### config.mk
export PLATFORM = sky130hd
export DESIGN_NAME = ps2kbd_ctrl_flat
export DESIGN_NICKNAME = d
export VERILOG_FILES = /design/src/rtl/ps2kbd_pkg.sv /design/src/rtl/if_wb.sv /design/src/rtl/sync_fifo.sv /design/src/rtl/ps2kbd_ctrl.sv /design/src/flat_wrapper.sv
export SDC_FILE = /design/constraint.sdc
export NUM_CORES = 1
export LEC_CHECK = 0
export ABC_AREA = 1
export BUFFER_PORTS_ARGS = -buffer_cell sky130_fd_sc_hd__buf_2
export CAP_MARGIN = 20
export CORE_ASPECT_RATIO = 2
export CORE_UTILIZATION = 52
export DETAILED_ROUTE_END_ITERATION = 8
export PLACE_DENSITY = 0.82
export SETUP_SLACK_MARGIN = 0.02
export SLEW_MARGIN = 0
export SYNTH_ARGS = -nofsm -noshare
export SYNTH_HDL_FRONTEND = slang
export SYNTH_SLANG_ARGS = --single-unit
### constraint.sdc
create_clock -name clk_i -period 2.7 [get_ports clk_i]
set_clock_uncertainty 0.05 [all_clocks]
set_input_delay 0.54 -clock clk_i [delete_from_list [all_inputs] [get_ports clk_i]]
set_output_delay 0.54 -clock clk_i [all_outputs]
set_load 0.05 [all_outputs]
### src/rtl/ps2kbd_pkg.sv
// Shared definitions for the PS/2 keyboard controller: register decode,
// STATUS bit positions, frame length and receiver state encoding.
`timescale 1ns/1ps
package ps2kbd_pkg;

  // Register select: the single decoded address bit
  localparam int unsigned REG_SEL_BIT  = 2;
  localparam logic        REG_DATA     = 1'b0;
  localparam logic        REG_STATUS   = 1'b1;

  // STATUS register layout
  localparam int unsigned ST_NONEMPTY  = 0;
  localparam int unsigned ST_OVF       = 1;
  localparam int unsigned ST_ERR       = 2;
  localparam int unsigned ST_IE        = 3;
  localparam int unsigned ST_COUNT_LSB = 8;
  localparam int unsigned ST_COUNT_W   = 9;

  // Bits shifted after the start bit: 8 data, parity, stop
  localparam int unsigned FRAME_BITS   = 10;

  typedef enum logic [1:0] {
    IDLE  = 2'd0,
    SHIFT = 2'd1,
    CHECK = 2'd2
  } rx_state_e;

endpackage

### src/rtl/if_wb.sv
// Minimal Wishbone-classic bus bundle (32-bit data, byte selects).
// slave modport: cyc/stb/we/adr/sel/dat_i in, dat_o/ack out.
`timescale 1ns/1ps
interface if_wb;
  logic        cyc;
  logic        stb;
  logic        we;
  logic [31:0] adr;
  logic [3:0]  sel;
  logic [31:0] dat_i;
  logic [31:0] dat_o;
  logic        ack;

  modport slave  (input  cyc, stb, we, adr, sel, dat_i, output dat_o, ack);
  modport master (output cyc, stb, we, adr, sel, dat_i, input  dat_o, ack);
endinterface

### src/rtl/sync_fifo.sv
// Single-clock FIFO with show-ahead output.
// Ports: push/din write, pop reads (dout is the current head),
// full/empty/count status. A push while full is accepted only when a pop
// in the same cycle frees the slot; a pop on empty is ignored.
`timescale 1ns/1ps
module sync_fifo #(
  parameter int unsigned WIDTH = 8,
  parameter int unsigned DEPTH = 16
) (
  input  logic                         clk_i,
  input  logic                         rst_ni,
  input  logic                         push,
  input  logic                         pop,
  input  logic [WIDTH-1:0]             din,
  output logic [WIDTH-1:0]             dout,
  output logic                         full,
  output logic                         empty,
  output logic [$clog2(DEPTH+1)-1:0]   count
);

  localparam int unsigned PW = (DEPTH > 1) ? $clog2(DEPTH) : 1;
  localparam int unsigned CW = $clog2(DEPTH + 1);

  logic [WIDTH-1:0] mem [DEPTH];
  logic [PW-1:0]    wr_ptr;
  logic [PW-1:0]    rd_ptr;
  logic             do_push;
  logic             do_pop;

  assign empty   = (count == '0);
  assign full    = (count == CW'(DEPTH));
  assign do_pop  = pop & ~empty;
  assign do_push = push & (~full | do_pop);
  assign dout    = mem[rd_ptr];

  // Storage array, no reset needed
  always_ff @(posedge clk_i) begin
    if (do_push) mem[wr_ptr] <= din;
  end

  // Pointers wrap naturally at DEPTH (power of two)
  always_ff @(posedge clk_i or negedge rst_ni) begin
    if (!rst_ni) begin
      wr_ptr <= '0;
      rd_ptr <= '0;
      count  <= '0;
    end else begin
      if (do_push) wr_ptr <= wr_ptr + PW'(1);
      if (do_pop)  rd_ptr <= rd_ptr + PW'(1);
      case ({do_push, do_pop})
        2'b10:   count <= count + CW'(1);
        2'b01:   count <= count - CW'(1);
        default: count <= count;
      endcase
    end
  end

endmodule

### src/rtl/ps2kbd_ctrl.sv
// PS/2 keyboard receiver with scancode FIFO and Wishbone register port.
// Ports: clk_i/rst_ni system clock and async active-low reset; bus is the
// Wishbone responder (DATA at adr[2]=0, STATUS at adr[2]=1); ps2_clk and
// ps2_data are the raw keyboard pins; interrupt is the registered level IRQ.
`timescale 1ns/1ps
module ps2kbd_ctrl
  import ps2kbd_pkg::*;
#(
  parameter int unsigned CLKFREQ     = 10000000,
  parameter int unsigned FIFO_DEPTH  = 16,
  parameter int unsigned TIMEOUT_CYC = CLKFREQ / 10000
) (
  input  logic clk_i,
  input  logic rst_ni,
  if_wb.slave  bus,
  input  logic ps2_clk,
  input  logic ps2_data,
  output logic interrupt
);

  localparam int unsigned CNT_W = $clog2(FIFO_DEPTH + 1);
  localparam int unsigned WD_W  = $clog2(TIMEOUT_CYC + 1);

  // Pin synchronizers; idle-high so reset never fabricates an edge
  logic [1:0] clk_sync;
  logic [1:0] data_sync;
  logic       clk_prev;
  logic       fall;
  logic       bit_in;

  always_ff @(posedge clk_i or negedge rst_ni) begin
    if (!rst_ni) begin
      clk_sync  <= 2'b11;
      data_sync <= 2'b11;
      clk_prev  <= 1'b1;
    end else begin
      clk_sync  <= {clk_sync[0], ps2_clk};
      data_sync <= {data_sync[0], ps2_data};
      clk_prev  <= clk_sync[1];
    end
  end

  assign fall   = clk_prev & ~clk_sync[1];
  assign bit_in = data_sync[1];

  // Inter-edge watchdog, saturating at the limit
  logic [WD_W-1:0] wd_cnt;
  logic            wd_expired;

  assign wd_expired = (wd_cnt == WD_W'(TIMEOUT_CYC));

  always_ff @(posedge clk_i or negedge rst_ni) begin
    if (!rst_ni)          wd_cnt <= '0;
    else if (fall)        wd_cnt <= '0;
    else if (!wd_expired) wd_cnt <= wd_cnt + WD_W'(1);
  end

  // Receiver FSM
  rx_state_e                state_q;
  rx_state_e                state_d;
  logic [FRAME_BITS-1:0]    shreg;
  logic [3:0]               bit_cnt;
  logic                     frame_ok;
  logic                     push_c;
  logic                     frame_err_c;

  // shreg: [7:0] data, [8] parity, [9] stop once full
  assign frame_ok = (^shreg[8:0]) & shreg[9];

  always_ff @(posedge clk_i or negedge rst_ni) begin
    if (!rst_ni) state_q <= IDLE;
    else         state_q <= state_d;
  end

  always_comb begin
    state_d     = state_q;
    push_c      = 1'b0;
    frame_err_c = 1'b0;
    case (state_q)
      IDLE: begin
        if (fall && !bit_in) state_d = SHIFT;
      end
      SHIFT: begin
        if (wd_expired) begin
          state_d = IDLE;
        end else if (fall && (bit_cnt == 4'(FRAME_BITS - 1))) begin
          state_d = CHECK;
        end
      end
      CHECK: begin
        state_d = IDLE;
        if (frame_ok) push_c      = 1'b1;
        else          frame_err_c = 1'b1;
      end
      default: state_d = IDLE;
    endcase
  end

  // Bits arrive LSB first, so shift in from the top
  always_ff @(posedge clk_i or negedge rst_ni) begin
    if (!rst_ni) begin
      shreg   <= '0;
      bit_cnt <= '0;
    end else if (state_q == IDLE) begin
      bit_cnt <= '0;
    end else if ((state_q == SHIFT) && fall) begin
      shreg   <= {bit_in, shreg[FRAME_BITS-1:1]};
      bit_cnt <= bit_cnt + 4'd1;
    end
  end

  // Scancode FIFO
  logic [7:0]       fifo_dout;
  logic             fifo_full;
  logic             fifo_empty;
  logic [CNT_W-1:0] fifo_count;
  logic             pop_c;

  sync_fifo #(
    .WIDTH (8),
    .DEPTH (FIFO_DEPTH)
  ) u_fifo (
    .clk_i  (clk_i),
    .rst_ni (rst_ni),
    .push   (push_c),
    .pop    (pop_c),
    .din    (shreg[7:0]),
    .dout   (fifo_dout),
    .full   (fifo_full),
    .empty  (fifo_empty),
    .count  (fifo_count)
  );

  // Bus access: request cycle does the side effects, ack follows one cycle later
  logic        ack_q;
  logic [31:0] dat_q;
  logic        ie_q;
  logic        err_q;
  logic        ovf_q;
  logic        req_c;
  logic        sel_status_c;
  logic        wr_status_c;
  logic        ovf_set_c;
  logic [31:0] status_word_c;
  logic [31:0] rdata_c;
  logic        unused_bus;

  assign req_c        = bus.cyc & bus.stb & ~ack_q;
  assign sel_status_c = (bus.adr[REG_SEL_BIT] == REG_STATUS);
  assign pop_c        = req_c & ~bus.we & ~sel_status_c;
  assign wr_status_c  = req_c & bus.we & sel_status_c;
  // A same-cycle pop frees the slot, so only a non-popped full FIFO overflows
  assign ovf_set_c    = push_c & fifo_full & ~pop_c;
  assign unused_bus   = ^{bus.sel, bus.adr[31:3], bus.adr[1:0],
                          bus.dat_i[31:4], bus.dat_i[0]};

  always_comb begin
    status_word_c = '0;
    status_word_c[ST_COUNT_LSB +: ST_COUNT_W] = ST_COUNT_W'(fifo_count);
    status_word_c[ST_IE]       = ie_q;
    status_word_c[ST_ERR]      = err_q;
    status_word_c[ST_OVF]      = ovf_q;
    status_word_c[ST_NONEMPTY] = ~fifo_empty;
  end

  always_comb begin
    rdata_c = '0;
    if (sel_status_c)     rdata_c = status_word_c;
    else if (!fifo_empty) rdata_c = {24'h0, fifo_dout};
  end

  always_ff @(posedge clk_i or negedge rst_ni) begin
    if (!rst_ni) begin
      ack_q     <= 1'b0;
      dat_q     <= '0;
      ie_q      <= 1'b0;
      err_q     <= 1'b0;
      ovf_q     <= 1'b0;
      interrupt <= 1'b0;
    end else begin
      ack_q <= req_c;
      dat_q <= (req_c && !bus.we) ? rdata_c : '0;
      if (wr_status_c) ie_q <= bus.dat_i[ST_IE];
      // Sticky flags: a new event wins over a simultaneous clear
      err_q <= frame_err_c | (err_q & ~(wr_status_c & bus.dat_i[ST_ERR]));
      ovf_q <= ovf_set_c   | (ovf_q & ~(wr_status_c & bus.dat_i[ST_OVF]));
      interrupt <= ie_q & (~fifo_empty | ovf_q | err_q);
    end
  end

  assign bus.ack   = ack_q;
  assign bus.dat_o = dat_q;

endmodule

### src/flat_wrapper.sv
// flat-port wrapper written by rule: the top's interface ports become plain ports
module ps2kbd_ctrl_flat import ps2kbd_pkg::*;
#(
  parameter int unsigned CLKFREQ     = 10000000,
  parameter int unsigned FIFO_DEPTH  = 16,
  parameter int unsigned TIMEOUT_CYC = CLKFREQ / 10000
)
  (clk_i, rst_ni, ps2_clk, ps2_data, interrupt, bus_cyc, bus_stb, bus_we, bus_adr, bus_sel, bus_dat_i, bus_dat_o, bus_ack);
  if_wb bus_i ();
  input  logic clk_i;
  input  logic rst_ni;
  input  logic ps2_clk;
  input  logic ps2_data;
  output logic interrupt;
  input wire logic [$bits(bus_i.cyc)-1:0] bus_cyc;
  input wire logic [$bits(bus_i.stb)-1:0] bus_stb;
  input wire logic [$bits(bus_i.we)-1:0] bus_we;
  input wire logic [$bits(bus_i.adr)-1:0] bus_adr;
  input wire logic [$bits(bus_i.sel)-1:0] bus_sel;
  input wire logic [$bits(bus_i.dat_i)-1:0] bus_dat_i;
  output wire logic [$bits(bus_i.dat_o)-1:0] bus_dat_o;
  output wire logic [$bits(bus_i.ack)-1:0] bus_ack;
  assign bus_i.cyc = bus_cyc;
  assign bus_i.stb = bus_stb;
  assign bus_i.we = bus_we;
  assign bus_i.adr = bus_adr;
  assign bus_i.sel = bus_sel;
  assign bus_i.dat_i = bus_dat_i;
  assign bus_dat_o = bus_i.dat_o;
  assign bus_ack = bus_i.ack;
  ps2kbd_ctrl #(.CLKFREQ(CLKFREQ), .FIFO_DEPTH(FIFO_DEPTH), .TIMEOUT_CYC(TIMEOUT_CYC)) u_core (.clk_i(clk_i), .rst_ni(rst_ni), .bus(bus_i), .ps2_clk(ps2_clk), .ps2_data(ps2_data), .interrupt(interrupt));
endmodule
==> flow_summary.ini <==
[cells_and_area]
stdcell_count = 993
seqCellArea_mm2 = 0.00541
syn2layout_area_growth_pct = 12.9
final_nets = 868
drive_above_1_share_pct = 16.5
n_fill_cell = 1128
final_common_cell = edfxtp_1
mostFrequentLayoutCells = 128 x edfxtp_1, 98 x o21ai_0, 92 x nor2_1, 89 x nand2_1, 54 x dfrtp_1
multi_input_area_mm2 = 0.00229
antennaDiodeCount = 0

[placement]
place_hpwl_mm = 11.4
dpl.cell_count = 958
gp_congestion = 0.878
portBuffers = 25

[drt]
wl_met3_um = 576
viasPerCell = 5.53
wl_per_cell_um = 17.0
drt-initial-drc-count = 606
vias = 5487
route.top_layer_used = met4
wl_met1_mm = 6.06
drc = 0
ant_nets = 0
wl_mm = 16.9
drt-pass1-iter-count = 5
routed-wl-met2_mm = 9.22

[critical_path]
crit_slowest_cell = dfrtp_1
rr_endpoint = u_core.u_fifo.count[4]
arrival_ps = 2750
timing.rr.start = u_core.u_fifo.count[2]
cp-endpoint = u_core.u_fifo.count[4]
cp-end-kind = flip-flop
cp.required_ps = 2980
crit_fanout = 11
setup.worst_path.class = reg -> reg
r2r_slack_ps = 230
reg2regPathDepth = 16
critPathMaxStageDelay_ps = 410
cp-start-kind = flip-flop
critPathLaunch = u_core.u_fifo.count[2]
crit_chain = inv_1 -> nand4_1 -> nor2_4 -> inv_2 -> nand2_4 -> inv_4 -> nand2_4 -> inv_1 -> ha_1 -> inv_1 -> o21ai_1 -> inv_1 -> nand3_1 -> nand2_1 -> nand2_1 -> nand2_1
cpMostUsedCell = inv_1

[yosys]
synth_area_leaders = edfxtp_1 47%, dfrtp_1 18%, o21ai_0 6.0%
seq_area_frac_synth_pct = 66.5
synth_top_area_share_pct = 47.3
synth.distinct_cells = 39
synth_cells = 728
syn_area_mm2 = 0.00813
ys_warn_count = 0
avgSynthCellArea_um2 = 11.2
ys_seq_elements = 190
yosysTopAreaCell = edfxtp_1

[clocking]
postCtsHoldBufs = 0
cts_tree = built
cts.sinks = 190
cts-buffers-inserted = 17
clk_latency_ps = 430
ctsLongestPathBuffers = 2
clk_pin_slew_worst_paths_ps = 70
htreeDepth = 4
cts-root-buf = clkbuf_16

[floorplanning]
die_h_um = 179
core-area_mm2 = 0.0153
rows = 64
ios = 109
start_util_pct = 53.1
dieWidth_um = 90.4
fp.dieArea_mm2 = 0.0162

[global_routing]
grt_max_degree = 63
grt_usage_pct = 22.3
first_global_vias = 5658
antenna_found_initial = 0
grt_pass1_wl_mm = 27.1
grt-ovfl-total = 0

[timing]
period_share_pct = 91.6
rsz0062_at_grt = false
slew_violations = 0
post-route-min-period_ps = 2470
hold_violations = 0
max-slew-margin-rel_pct = 60.9
setup_violations = 0
max_clock_freq_ghz = 0.404
setup_tns_ps = 0
max_slew.worst_pin.slew_ps = 587

[power]
switching_power_mw = 3.28
p_int_mw = 5.57
p_leak_nw = 3.66
pwr-share-comb_pct = 30.4
vdd_drop_max_mv = 0.860
p_seq_share_pct = 43.3
sw_frac_of_total_pct = 37.1
powerDensity_mw_per_mm2 = 964
clkPwrFrac_pct = 26.3

[min_path]
hp-class = in -> async

[outcome]
status = finished, final reports clean

[flow_run]
cap_violations = 0
repair_timing:
item                       4_1_cts  5_1_grt
resized for setup                0        3
setup buffers                    0        3
setup endpoints to repair        0       54
layout make-up:
type / instances / area share [%]
clock buffer: 17 / 4.64
clock inverter: 15 / 1.42
inverter: 64 / 2.65
multi-input combinational: 445 / 25.0
sequential: 190 / 58.9
tap: 198 / 2.70
timing repair buffer: 64 / 4.69
metal layers:
layer  global-route usage (%)  up-vias
met2                     40.5      171
met3                     4.03       57
met5                        0        -
li1                         -     2600
met1                     22.4     2659
met4                     17.7        0
through the flow:
stage | power (mW) | area [µm²] | hold slack, ps | utilization [%] | setup WS (ps)
6_report | 8.85 | 9180 | 56.1 | 60.0 | 225
5_1_grt | 9.32 | 9180 | 78.9 | 60.0 | 31.5
4_1_cts | 8.84 | 9150 | 63.9 | 59.8 | 88.6
3_5_place_dp | 6.52 | 8590 | 300 | 56.2 | 109
3_3_place_gp | 6.41 | 8590 | 296 | 56.2 | 241
2_1_floorplan | 5.63 | 8190 | 194 | - | 13.6
registers in the layout (all words and copies together), names as in the netlist, 4 cells and up:
| name | cells |
|---|---|
| u_core.u_fifo.count | 5 |
| u_core.u_fifo.wr_ptr | 4 |
| u_core.bus.dat_o | 13 |
| u_core.u_fifo.mem | 128 |
| u_core.u_fifo.rd_ptr | 4 |
| u_core.shreg | 10 |
| u_core.bit_cnt | 4 |
| u_core.wd_cnt | 10 |
power groups by stage:
stage                     clock, mW  combinational, mW  sequential, mW
after CTS                      2.35               2.65            3.83
final                          2.33               2.69            3.83
after global routing           2.48               2.99            3.85
after global placement            0               2.54            3.88
after detailed placement          0               2.63            3.89
after floorplan                   0               1.70            3.92
Yosys cell counts, drive strengths merged:
master	instances
nor2	97
xor2	10
conb	1
edfxtp	128
dfstp	5
ha	11
nand4	6
nor4	2
xnor2	2
a31oi	3
and3	2
o22ai	23
nand3	17
a21oi	15
nand3b	1
a32o	1
inv	63
nand2	97
and2	1
o221ai	11
o21ai	102
dfrtp	57
nor3	20
clkbuf	23
buf	24
o211ai	3
clkinv	1
o31ai	2
logic make-up after synthesis:
| group | share of synthesized area [%] |
|---|---|
| xor gates and xnor gates | 1.29 |
| and+or+nand+nor | 13.3 |
| AOI/OAI and AO/OA | 11.0 |
| buffers and inverters | 6.19 |
| adders and majority gates | 1.69 |
| DFF | 66.5 |
| other | 0.0462 |
critical path: cells and delay by family (launching register included):
kind	cells	cell delay (ps)
AO/OA/AOI/OAI	1	190
adder cells (fa/ha/maj)	1	310
AND/OR/NAND/NOR	8	880
flip-flops	1	410
buffers and inverters	6	520
worst min path at each step:
stage	startpoint	endpoint	slack [ps]	cells past startpoint
after floorplan	rst_ni	u_core.bit_cnt[0]	190	0
after global placement	u_core.data_sync[0]	u_core.data_sync[1]	300	0
after detailed placement	u_core.clk_sync[0]	u_core.clk_sync[1]	300	0
after CTS	rst_ni	u_core.u_fifo.count[0]	60	2
after global routing	rst_ni	u_core.u_fifo.count[0]	80	2
final	rst_ni	u_core.u_fifo.count[0]	60	2
No activity file was read; power rests on OpenSTA's default activity.
